File: src/rtl/sm4_block_feeder_pkg.sv
// rtl/sm4_block_feeder_pkg.sv - widths, types and pack-state enum shared by the SM4 block feeder
package sm4_encryptor;
  localparam int group_size_p       = 128;
  localparam int word_width_p       = 32;
  localparam int words_per_group_lp = group_size_p / word_width_p;
  localparam int cnt_width_lp       = $clog2(words_per_group_lp);

  typedef logic [group_size_p-1:0] sm4_group_t;
  typedef logic [word_width_p-1:0] sm4_word_t;
  typedef logic [cnt_width_lp-1:0] sm4_cnt_t;

  typedef enum logic [1:0] {EMPTY, FILLING, FULL} feeder_pack_state_e;
endpackage

File: src/rtl/sm4_block_feeder_packer.sv
// rtl/sm4_block_feeder_packer.sv - word counter plus shift register packing words into one group
// group_o is the group as it would look with word_i shifted in, so a completing word can bypass the register.
module sm4_word_packer
  import sm4_encryptor::*;
(
  input  logic       clk_i,
  input  logic       reset_i,
  input  logic       clear_i,
  input  logic       accept_i,
  input  sm4_word_t  word_i,
  output logic       first_o,
  output logic       done_o,
  output sm4_group_t shift_o,
  output sm4_group_t group_o
);
  localparam sm4_cnt_t last_lp = sm4_cnt_t'(words_per_group_lp - 1);

  sm4_cnt_t   cnt_q, cnt_d;
  sm4_group_t shift_q, shift_d;

  assign first_o = (cnt_q == '0);
  assign done_o  = accept_i & (cnt_q == last_lp);
  assign shift_o = shift_q;
  assign group_o = {shift_q[group_size_p-word_width_p-1:0], word_i};

  // clear only rewinds the counter; a completed group left in shift_q stays intact
  always_comb begin
    cnt_d   = cnt_q;
    shift_d = shift_q;
    if (clear_i) begin
      cnt_d = '0;
    end else if (accept_i) begin
      shift_d = group_o;
      cnt_d   = (cnt_q == last_lp) ? '0 : sm4_cnt_t'(cnt_q + 1'b1);
    end
  end

  always_ff @(posedge clk_i or negedge reset_i) begin
    if (!reset_i) begin
      cnt_q   <= '0;
      shift_q <= '0;
    end else begin
      cnt_q   <= cnt_d;
      shift_q <= shift_d;
    end
  end
endmodule

File: src/rtl/sm4_block_feeder.sv
// rtl/sm4_block_feeder.sv - packs 32-bit words into 128-bit groups for the SM4 encryptor input
// Optional SM4_FEEDER_KEY_STREAM_EN: key arrives as tagged words on the data stream instead of key_i.
module sm4_block_feeder
  import sm4_encryptor::*;
(
  input  logic       clk_i,
  input  logic       reset_i,
  input  sm4_word_t  word_i,
  input  logic       word_v_i,
  output logic       word_ready_o,
  input  logic       mode_i,
  input  logic       flush_i,
`ifdef SM4_FEEDER_KEY_STREAM_EN
  input  logic       word_key_i,
`else
  input  sm4_group_t key_i,
`endif
  output sm4_group_t content_o,
  output sm4_group_t key_o,
  output logic       encode_or_decode_o,
  output logic       v_o,
  input  logic       ready_i
);
  feeder_pack_state_e state_q, state_d;
  logic       mode_q, mode_d;
  sm4_group_t pend_key_q, pend_key_d;
  sm4_group_t content_q, content_d;
  sm4_group_t key_q, key_d;
  logic       eod_q, eod_d;
  logic       v_q, v_d;

  logic       word_fire, data_fire, data_first, data_done;
  logic       out_free, load_full, load_new, group_mode;
  sm4_group_t data_shift, data_group, group_key;

  assign word_ready_o = (state_q != FULL) & ~flush_i;
  assign word_fire    = word_v_i & word_ready_o;

`ifdef SM4_FEEDER_KEY_STREAM_EN
  logic       key_done, key_first;
  sm4_group_t key_group, key_shift, key_reg_q;
  logic       unused_key_ok;

  assign data_fire     = word_fire & ~word_key_i;
  assign unused_key_ok = key_first ^ (^key_shift);

  sm4_word_packer u_key_packer (
    .clk_i    (clk_i),
    .reset_i  (reset_i),
    .clear_i  (flush_i),
    .accept_i (word_fire & word_key_i),
    .word_i   (word_i),
    .first_o  (key_first),
    .done_o   (key_done),
    .shift_o  (key_shift),
    .group_o  (key_group)
  );

  always_ff @(posedge clk_i or negedge reset_i) begin
    if (!reset_i)      key_reg_q <= '0;
    else if (key_done) key_reg_q <= key_group;
  end

  // a key completing alongside a data group is the one that group carries
  assign group_key = key_done ? key_group : key_reg_q;
`else
  assign data_fire = word_fire;
  assign group_key = key_i;
`endif

  sm4_word_packer u_data_packer (
    .clk_i    (clk_i),
    .reset_i  (reset_i),
    .clear_i  (flush_i),
    .accept_i (data_fire),
    .word_i   (word_i),
    .first_o  (data_first),
    .done_o   (data_done),
    .shift_o  (data_shift),
    .group_o  (data_group)
  );

  assign group_mode = (data_fire & data_first) ? mode_i : mode_q;
  assign out_free   = ~v_q | ready_i;
  assign load_full  = (state_q == FULL) & out_free;
  assign load_new   = data_done & out_free;

  always_comb begin
    state_d    = state_q;
    pend_key_d = pend_key_q;
    mode_d     = group_mode;
    v_d        = v_q & ~ready_i;
    content_d  = content_q;
    key_d      = key_q;
    eod_d      = eod_q;
    if (load_full) begin
      state_d = EMPTY;
    end else if (data_done) begin
      state_d = out_free ? EMPTY : FULL;
      if (!out_free) pend_key_d = group_key;
    end else if (flush_i && state_q != FULL) begin
      state_d = EMPTY;
    end else if (data_fire) begin
      state_d = FILLING;
    end
    // FULL never coexists with a completing word, so the two loads are exclusive
    if (load_full) begin
      v_d       = 1'b1;
      content_d = data_shift;
      key_d     = pend_key_q;
      eod_d     = mode_q;
    end else if (load_new) begin
      v_d       = 1'b1;
      content_d = data_group;
      key_d     = group_key;
      eod_d     = group_mode;
    end
  end

  always_ff @(posedge clk_i or negedge reset_i) begin
    if (!reset_i) begin
      state_q    <= EMPTY;
      mode_q     <= 1'b0;
      pend_key_q <= '0;
      v_q        <= 1'b0;
      content_q  <= '0;
      key_q      <= '0;
      eod_q      <= 1'b0;
    end else begin
      state_q    <= state_d;
      mode_q     <= mode_d;
      pend_key_q <= pend_key_d;
      v_q        <= v_d;
      content_q  <= content_d;
      key_q      <= key_d;
      eod_q      <= eod_d;
    end
  end

  assign content_o          = content_q;
  assign key_o              = key_q;
  assign encode_or_decode_o = eod_q;
  assign v_o                = v_q;
endmodule

File: config.mk
export PLATFORM = sky130hd
export DESIGN_NAME = sm4_block_feeder
export DESIGN_NICKNAME = d
export VERILOG_FILES = /design/src/rtl/sm4_block_feeder_pkg.sv /design/src/rtl/sm4_block_feeder_packer.sv /design/src/rtl/sm4_block_feeder.sv
export SDC_FILE = /design/constraint.sdc
export NUM_CORES = 1
export LEC_CHECK = 0
export ABC_CLOCK_PERIOD_IN_PS = 5300
export BUFFER_PORTS_ARGS = -buffer_cell sky130_fd_sc_hd__buf_4
export CAP_MARGIN = 20
export CORE_MARGIN = 1.5
export CORE_UTILIZATION = 60
export DETAILED_ROUTE_END_ITERATION = 10
export GPL_TIMING_DRIVEN = 0
export MAX_ROUTING_LAYER = met4
export PLACE_DENSITY_LB_ADDON = 0.08
export SYNTH_ARGS = -nofsm -noshare
export SYNTH_HDL_FRONTEND = slang
export SYNTH_HIERARCHICAL = 1
export SYNTH_SLANG_ARGS = --single-unit
File: constraint.sdc
create_clock -name clk_i -period 5.3 [get_ports clk_i]
set_input_delay 0.265 -clock clk_i [delete_from_list [all_inputs] [get_ports clk_i]]
set_output_delay 0.265 -clock clk_i [all_outputs]
set_load 0.02 [all_outputs]
# After elaboration in Yosys (flattened, before gate mapping)
# Index checks and enable logic that the tools add are counted.
[totals]
reg_bits = 519
in_bits = 166
[classes]
addsub = 1
eq_ne = 3
muxes = 17
n_bitwise = 13
reduce_logical = 7
[op_table]
columns = ["operator", "n"]
rows = [
  ["$mux W128", 4],
  ["$mux W2", 8],
  ["$and A1 B1 Y1", 7],
  ["$mux W1", 5],
  ["$not A1 Y1", 5],
  ["$eq A2 B2 Y1 const B", 2],
  ["$reduce_bool A2 Y1", 2],
  ["$reduce_bool A4 Y1", 1],
  ["$reduce_and A3 Y1", 1],
  ["$add A2 B1 Y2 const B", 1],
  ["$logic_not A2 Y1", 1],
  ["$ne A2 B2 Y1 const B", 1],
  ["$reduce_and A2 Y1", 1],
  ["$logic_and A1 B1 Y1", 1],
  ["$or A1 B1 Y1", 1],
]

# Logic depth before layout (Yosys ltp)
# Gate-level depths: netlist of the first run.
[depth]
word_depth = 7
mapped_depth = 12
depth_no_buf = 7

# Modules after synthesis
# The synthesis of the first run kept the hierarchy.
[by_module_without_submodules]
columns = ["mod", "n_inst", "cells_per_inst", "area_per_inst_um2", "seq_area_each_um2"]
rows = [
  ["sm4_block_feeder", 1, 1438, 15895.2, 9734.3],
  ["sm4_word_packer", 1, 410, 5933.2, 3253.1],
]

# Worst setup path after synthesis of the first run
# No wires, ideal clock.
[synth_path]
path_type = "reg2reg"
startpoint = "register state_q[1]"
endpoint = "register key_q[123], in the netlist key_o[123]"
setup_time_ps = 137
t_arrival_ps = 2273
setup_slack_ps = 2891
path_stages_with_launch = 13
path_buffers = 5
synth_period_minus_slack_ps = 2409
path_cell_list = "dfrtp_1 nor2b_4 nor2_1 and2_1 and2_2 clkbuf_1 o21ai_4 buf_4 buf_6 buf_8 buf_6 nand2_1 o21ai_0"
[synth_between]
elab_chain_cells = 6
[synth_lines]
columns = ["element", "line_no", "source"]
rows = [
  ["start: declaration", "sm4_block_feeder.sv:24", "feeder_pack_state_e state_q, state_d;"],
  ["start signal: assignment", "sm4_block_feeder.sv:130", "state_q <= state_d;"],
  ["$ne A2 B2 Y1", "sm4_block_feeder.sv:36", "assign word_ready_o = (state_q != FULL) & ~flush_i;"],
  ["$and A1 B1 Y1", "sm4_block_feeder.sv:36", ""],
  ["named net word_ready_o", "sm4_block_feeder.sv:10", "output logic word_ready_o,"],
  ["$and A1 B1 Y1", "sm4_block_feeder.sv:37", "assign word_fire = word_v_i & word_ready_o;"],
  ["named net data_fire", "sm4_block_feeder.sv:32", "logic word_fire, data_fire, data_first, data_done;"],
  ["$and A1 B1 Y1", "sm4_block_feeder_packer.sv:22", "assign done_o = accept_i & (cnt_q == last_lp);"],
  ["named net data_done", "sm4_block_feeder.sv:32", ""],
  ["$and A1 B1 Y1", "sm4_block_feeder.sv:86", "assign load_new = data_done & out_free;"],
  ["$reduce_bool A2 Y1 (no source line)", "-", ""],
  ["end signal: assignment", "sm4_block_feeder.sv:135", "key_q <= key_d;"],
  ["end: declaration", "sm4_block_feeder.sv:28", "sm4_group_t key_q, key_d;"],
]
# The timed path passes the listed nets, and every way through them passes these cells.
# A chain may end at the register's enable or synchronous reset.

# Final worst setup path of the first run
[layout_path]
startpoint = "register state_q[0]"
endpoint = "register content_q[111], in the netlist content_o[111]"
[layout_between]
elab_chain_cells = 6
[layout_lines]
columns = ["element", "line_no", "source"]
rows = [
  ["$ne A2 B2 Y1", "sm4_block_feeder.sv:36", ""],
  ["$and A1 B1 Y1", "sm4_block_feeder.sv:36", ""],
  ["$and A1 B1 Y1", "sm4_block_feeder.sv:37", ""],
  ["named net data_fire", "sm4_block_feeder.sv:32", ""],
  ["$and A1 B1 Y1", "sm4_block_feeder_packer.sv:22", ""],
  ["named net data_done", "sm4_block_feeder.sv:32", ""],
  ["$and A1 B1 Y1", "sm4_block_feeder.sv:86", ""],
  ["$reduce_bool A2 Y1 (no source line)", "-", ""],
  ["end signal: assignment", "sm4_block_feeder.sv:134", "content_q <= content_d;"],
  ["end: declaration", "sm4_block_feeder.sv:27", "sm4_group_t content_q, content_d;"],
]
# The timed path passes the listed nets, and every way through them passes these cells.

==> key figures, run 1 <==
Critical path
  – Crit path max fanout: 10
  – Crit path largest cell delay: 0.44 ns
  – Worst Setup SP: state_q[0]$_DFFE_PN0P_
  – Worst R2R Path Depth: 11
  – Cell Chain, Critical Path: nor2b_4 -> nor2_1 -> and2_1 -> and2_2 -> clkbuf_1 -> o21ai_4 -> buf_4 -> buf_2 -> buf_2 -> nand2_1 -> o21ai_0
  – Reg2reg start: state_q[0]$_DFFE_PN0P_
  – Most used cell, CP: buf_2
  – Required @ worst endpoint: slightly below 6 ns
  – Critical path arrival: 3.39 ns
  – FF-to-FF setup slack: around 2.4 ns
  – Critical Path End Type: flip-flop
  – CP Launch Type: flip-flop
  – R2r endpoint: content_o[111]$_DFFE_PN0P_
  – Slowest CP cell: dfrtp_1
  – Critical setup path kind: flip-flop to flip-flop

Global routing
  – Total gr overflow: 0
  – First-pass GRT wire length: a little over 100 mm
  – Antenna violations before repair: 6
  – Gr usage total: 0.355
  – Largest net degree at the start of global routing: approximately 130
  – Vias in the first global route: roughly 18000

Run
  – Max cap viols: 0

Timing
  – Skew final: 0.00859 ns
  – RSZ-0062 raised after global routing: no
  – Relative slew slack: 0.549
  – Max Clk Rate: 343 MHz
  – Slew Viols, Final: 0
  – WHS: 0.0567 ns
  – Shortest period the worst path allows: between 2 and 3 ns
  – Fin crit share: 0.549
  – Worst-Margin Slew: 0.677 ns
  – Final setup violation count: 0
  – Final hold violation count: 0

CTS
  – Root Buffer: clkbuf_16
  – Setup Buffers After CTS: 0
  – # clock sinks: 519
  – Htree depth: 2
  – CTS max path bufs: 3
  – Clk Latency, worst-skew pair: 0.58 ns
  – Num CTS Buffers: 52
  – CTS tree: yes
  – PostCTS Resize Cnt: 0
  – Clock slew at reported path FFs: about 0.060 ns

Hold path
  – Tightest Hold Check Type: input pin to flip-flop
  – Min-delay src: word_v_i
  – Hold path endpoint: state_q[0]$_DFFE_PN0P_
  – Min-Delay Path Depth: 3

Route
  – DR pass1 iterations: 8
  – Wire per inst: approximately 21 µm
  – Vias per cell: around 5.8
  – DR DRC count: 42
  – Initial DRC count: 1137
  – Routed via count: 17400
  – Antenna Nets Post-Route: 0
  – DRT Wirelength: 64.0 mm

Cells and area
  – Non-Filler Instances: 3001
  – Share of layout cells above drive strength 1: 0.401
  – Post-layout util: 0.816
  – Finished Cell Area: 29100 µm²
  – Layout area overhead: 33.2%
  – # nets final: 2661

Die
  – Placeable Area: approximately 36000 µm²
  – Ports: 425
  – Die height: 194 µm
  – Die ar.: 37500 µm²
  – Initial core utilization: 0.612
  – Die W: 194 µm
  – # rows: 69

Placement
  – Final Wtd Congestion: 0.860
  – Placed Instances: 2737
  – Placed cell area: 25700 µm²
  – Port Buf Inserts: 424
  – Post-DP HPWL: 42.4 mm

Synthesis
  – Count of different cell masters after synthesis: 30
  – Yosys warning total: 6
  – Synth Instances: 1848
  – Cell Area, Synth: 21800 µm²
  – Top post-synthesis cells by area: dfrtp_1 59%, mux2_2 13%, o22ai_1 7.3%, buf_4 4.8%, o21ai_0 4.7%
  – Syn nets: 2016
  – Area leader, netlist: dfrtp_1
  – Seq/Total Area, Yosys: 0.595
  – Flop and latch count out of synthesis: 519
  – Syn avg cell area: 11.8 µm²
  – Top cell type's share of synthesized area: 0.595

Power
  – PwrDens: 352 nW/µm²
  – Peak supply drop: 0.289 mV
  – Leakage: 14.3 nW

Run status
  – Status: finished, violations left
  – Failing checks: DRC
-- sequential cells by signal (all words and copies together) (netlist names) --
name	flops
u_data_packer/shift_o	128
u_data_packer/cnt_q	2
state_q	2
content_o	128
mode_q	1
encode_or_decode_o	1
v_o	1
key_o	128
pend_key_q	128
-- worst max path at each step --
stage                                       endpoint  slack [ns]  cells after the start
final                     content_o[111]$_DFFE_PN0P_        2.39                     11
after detailed placement  content_o[111]$_DFFE_PN0P_        2.37                     11
after CTS                 content_o[111]$_DFFE_PN0P_        2.39                     11
after global placement         key_o[39]$_DFFE_PN0P_       -1.34                      1
after floorplan               key_o[123]$_DFFE_PN0P_        2.89                     12
after global routing      content_o[111]$_DFFE_PN0P_        2.21                     11
-- per-stage QoR --
step / setup WS (ns) / total power, W / setup TNS [ns]
after floorplan: 2.89 / 0.00579 / 0
after global placement: -1.34 / 0.00638 / -668.89
after detailed placement: 2.37 / 0.00647 / 0
after CTS: 2.39 / 0.0102 / 0
after global routing: 2.21 / 0.0106 / 0
final: 2.39 / 0.0102 / 0
-- cells in the final DEF, fill, tap and decap left out, types with 2 or more instances in the layout --
cell type	instances
buf_4	564
dfrtp_1	519
nand2_1	258
mux2_2	257
o22ai_1	256
o21ai_0	206
dlygate4sd3_1	163
buf_2	71
clkbuf_16	53
o21ai_1	52
clkbuf_1	39
clkbuf_8	31
buf_6	12
clkinv_2	12
diode_2	7
nor2_1	4
buf_8	4
buf_16	4
inv_1	3
a21oi_1	3
nor3_1	3
nor2b_4	2
nand2b_1	2
ha_1	2
-- power by group --
part / internal, W / leakage [nW] / total [W] / switching [W]
registers: 0.00444 / 6.97 / 0.00484 / 0.000408
clock network: 0.00215 / 0.866 / 0.00370 / 0.00155
logic: 0.000989 / 6.41 / 0.00169 / 0.000704
-- repair_timing --
item | in CTS | in global routing
hold buffers | 163 | 0
setup endpoints to repair | 0 | 0
endpoints found under the hold margin | 328 | 0
-- layout make-up --
class                      count  area, µm²
sequential                   519      13000
clock inverter                14       97.6
multi-input combinational   1056       6960
clock buffer                  80       1630
fill                        2003       6580
antenna                        7       17.5
timing repair buffer         591       4930
buffer                       270       1870
tap                          461        577
inverter                       3       11.3
-- critical path, delay by kind of cell (launching register included) --
| family | cells | cell delay (ns) |
|---|---|---|
| buffers and inverters | 4 | 1.14 |
| AO/OA/AOI/OAI | 2 | 0.45 |
| flip-flops | 1 | 0.44 |
| AND/OR/NAND/NOR | 5 | 0.77 |
-- cell usage after synthesis --
library cell,n
dfrtp_1,519
nand2_1,258
ha_1,2
buf_4,141
clkbuf_1,32
nor2_4,1
or3_1,1
clkbuf_8,11
a21oi_1,3
mux2i_1,1
o21ai_4,1
o21ai_0,206
o21ai_1,52
nand2b_1,2
or4b_2,1
buf_6,12
and2b_1,1
buf_2,71
nor2b_4,2
buf_8,3
and2_2,1
nor3_1,3
and2_1,1
o22ai_1,256
a32oi_1,1
nand3b_1,1
inv_1,3
nor2_1,4
mux2_2,257
o31ai_1,1
-- layer usage --
layer	routed length, µm	track usage
met1	24500	0.428
met2	32100	0.585
met3	4760	0.0755
met4	2660	0.146
met5	0	-
-- cell families after synthesis --
| group | count (synthesis) | share of synthesized area |
|---|---|---|
| simple gates | 276 | 0.0502 |
| compound gates | 520 | 0.135 |
| buf+inv | 273 | 0.0860 |
| mux | 258 | 0.133 |
| fa+ha+maj | 2 | 0.00115 |
| flops | 519 | 0.595 |
Power figures use the tool's default switching activity.
==> run 2: changes to the inputs <==
- ABC_CLOCK_PERIOD_IN_PS: 5300 -> 3000
- CORE_UTILIZATION: 60 -> 55
- clock period: 5.3 -> 3 ns (I/O delays scaled with it)
==> run 2 against run 1 <==
The flow now finishes without violations. Critical path depth is 2 lower. Die area increased by 9.0%. Cell count is 2.2% higher. Critical endpoint is now key_o[123]$_DFFE_PN0P_.
==> key figures, run 2 (synthesis gave the netlist of run 1 again) <==
Run
  – Max cap viols: 0 (unchanged)

Route
  – DRT Wirelength: 63.7 mm (-0.38%)
  – WL met3: 4.38 mm (-8.0%)
  – Initial DRC count: 876 (-23%)
  – Antenna Nets Post-Route: 0 (unchanged)
  – Wire per inst: 20.8 µm (-2.5%)
  – DR WL met2: 32.7 mm (+1.8%)
  – DR DRC count: 0 (-100%)
  – DR pass1 iterations: 5 (-3)
  – Routed via count: 17100 (-1.7%)
  – Top Metal Used: met4
  – Vias per cell: 5.57 (-3.8%)
  – M1 wire length: 24.7 mm (+0.89%)

Critical path
  – Critical path arrival: 3.14 ns (-0.25 ns)
  – Required @ worst endpoint: 3.46 ns (-2.32 ns)
  – Crit path max fanout: 10 (unchanged)
  – Slowest CP cell: dfrtp_1
  – Critical setup path kind: flip-flop to flip-flop
  – Crit path largest cell delay: 0.44 ns (about the same)
  – CP Launch Type: flip-flop
  – Most used cell, CP: clkbuf_1
  – Cell Chain, Critical Path: nor2b_4 -> nor2_1 -> and2_1 -> and2_2 -> clkbuf_1 -> o21ai_4 -> buf_2 -> clkbuf_1 -> o21ai_0
  – Critical Path End Type: flip-flop

Placement
  – Placed cell area: 25800 µm² (+0.38%)
  – Port Buf Inserts: 424 (unchanged)
  – Final Wtd Congestion: 0.873 (+1.6%)
  – Setup Slack @ Placement: 0.0892 ns (-2.28 ns)
  – Post-DP HPWL: 43.7 mm (+3.0%)

Global routing
  – Gr usage total: 0.324 (-0.0316)
  – Antenna violations before repair: 7 (+1)
  – Vias in the first global route: 18200 (-0.48%)
  – First-pass GRT wire length: 99.8 mm (-1.5%)
  – Largest net degree at the start of global routing: 120 (-5.5%)
  – Total gr overflow: 0 (unchanged)

CTS
  – CTS max path bufs: 3 (unchanged)
  – Clk Latency, worst-skew pair: 0.61 ns (+0.03 ns)
  – CTS tree: yes
  – # clock sinks: 519 (unchanged)
  – Clock slew at reported path FFs: 0.06 ns (about the same)
  – Root Buffer: clkbuf_16
  – Num CTS Buffers: 53 (+1.9%)
  – Htree depth: 2 (unchanged)

Timing
  – RSZ-0062 raised after global routing: no
  – Max Clk Rate: 373 MHz (+8.6%)
  – WHS: 0.0556 ns (-0.00110 ns)
  – Relative slew slack: 0.583 (+0.0344)
  – Worst-Margin Slew: 0.625 ns (-0.0516 ns)
  – Shortest period the worst path allows: 2.68 ns (-0.231 ns)
  – Final setup margin: 0.319 ns (-2.07 ns)
  – Fin crit share: 0.894 (+0.344)
  – Slew Viols, Final: 0 (unchanged)
  – Setup tns final: 0 ns (unchanged)
  – Skew final: 0.0209 ns (+0.0124 ns)
  – Final hold violation count: 0 (unchanged)
  – Final setup violation count: 0 (unchanged)

Cells and area
  – Layout area overhead: 34.7%
  – Commonest non-fill, non-tap cell in the layout: buf_4
  – Finished Cell Area: 29400 µm² (+1.1%)
  – Post-layout util: 0.756 (-0.0599)
  – Most frequent cells in the layout: 566 x buf_4, 519 x dfrtp_1, 258 x nand2_1
  – # nets final: 2666 (+0.19%)
  – Share of layout cells above drive strength 1: 0.401 (about the same)

Die
  – Placeable Area: 38900 µm² (+9.1%)
  – Die W: 202 µm (+4.4%)
  – # rows: 72 (+4.3%)
  – Die height: 202 µm (+4.4%)
  – Die ar.: 40900 µm² (+9.0%)
  – Initial core utilization: 0.561 (-0.0513)
  – Ports: 425 (unchanged)

Power
  – PwrDens: 637 nW/µm² (+81%)
  – Peak supply drop: 0.513 mV (+77%)
  – Leakage: 14.4 nW (+0.79%)

Hold path
  – Tightest Hold Check Type: input pin to flip-flop

Run status
  – Status: finished clean
[run 2: changes by cell type in the layout (fill, tap and decap cells not counted), sizes merged]
cell and delta:
bufinv +8, clkinv -4, buf +2, clkbuf +1, dlygate4sd3 +1, inv +1
[run 2: area by class of cell]
cell class              count  area, µm²
multi-input cells        1056       6960
clock buffers              80       1600
flip-flops and latches    519      13000
well taps                 518        648
clock inverters            19        327
diodes                      7       17.5
plain buffers             270       1870
fillers                  2645       9510
repair buffers            595       4980
inverters                   3       11.3
[run 2: final timing paths]
path,slack [ns],cells after the start,start,end
setup / recovery,0.32,9,state_q[0]$_DFFE_PN0P_,key_o[123]$_DFFE_PN0P_
hold / removal,0.06,4,ready_i,encode_or_decode_o$_DFFE_PN0P_
setup reg to reg,0.32,9,state_q[0]$_DFFE_PN0P_,key_o[123]$_DFFE_PN0P_
hold reg to reg,0.47,2,content_o[78]$_DFFE_PN0P_,content_o[78]$_DFFE_PN0P_
max in group asynchronous,1.19,5,reset_i,pend_key_q[38]$_DFFE_PN0P_
min in group asynchronous,0.08,2,reset_i,content_o[10]$_DFFE_PN0P_
[run 2: per-stage QoR]
| step | total power [W] | instances |
|---|---|---|
| floorplan | 0.0102 | 1848 |
| global placement | 0.0113 | 2790 |
| detailed placement | 0.0114 | 2795 |
| CTS | 0.0188 | 3058 |
| global route | 0.0195 | 3067 |
| finish | 0.0187 | 3067 |
[run 2: what timing repair did]
item / 4_1_cts / 5_1_grt
buffers inserted: 0 / 2
gates resized for setup: 0 / 3
hold buffers: 164 / 0
endpoints found under the hold margin: 463 / 0
endpoints found under the setup margin: 0 / 98
[run 2: metal layers]
layer  track usage  vias to the layer above
met1         0.375                     8665
met3        0.0813                      133
met5             -                        -
li1              -                     7761
met4         0.108                        0
met2         0.551                      525
[run 2: worst max-delay path, delay by kind of cell (launching register included)]
family	cells	cell delay, ns
buffers and inverters	3	1.02
and+or+nand+nor	4	0.69
DFF	1	0.44
AOI/OAI and AO/OA	2	0.39
[run 2: power by group]
part           switching [W]  internal (W)
registers           0.000718       0.00784
clock network        0.00277       0.00445
logic                0.00122       0.00175
total                0.00471        0.0140
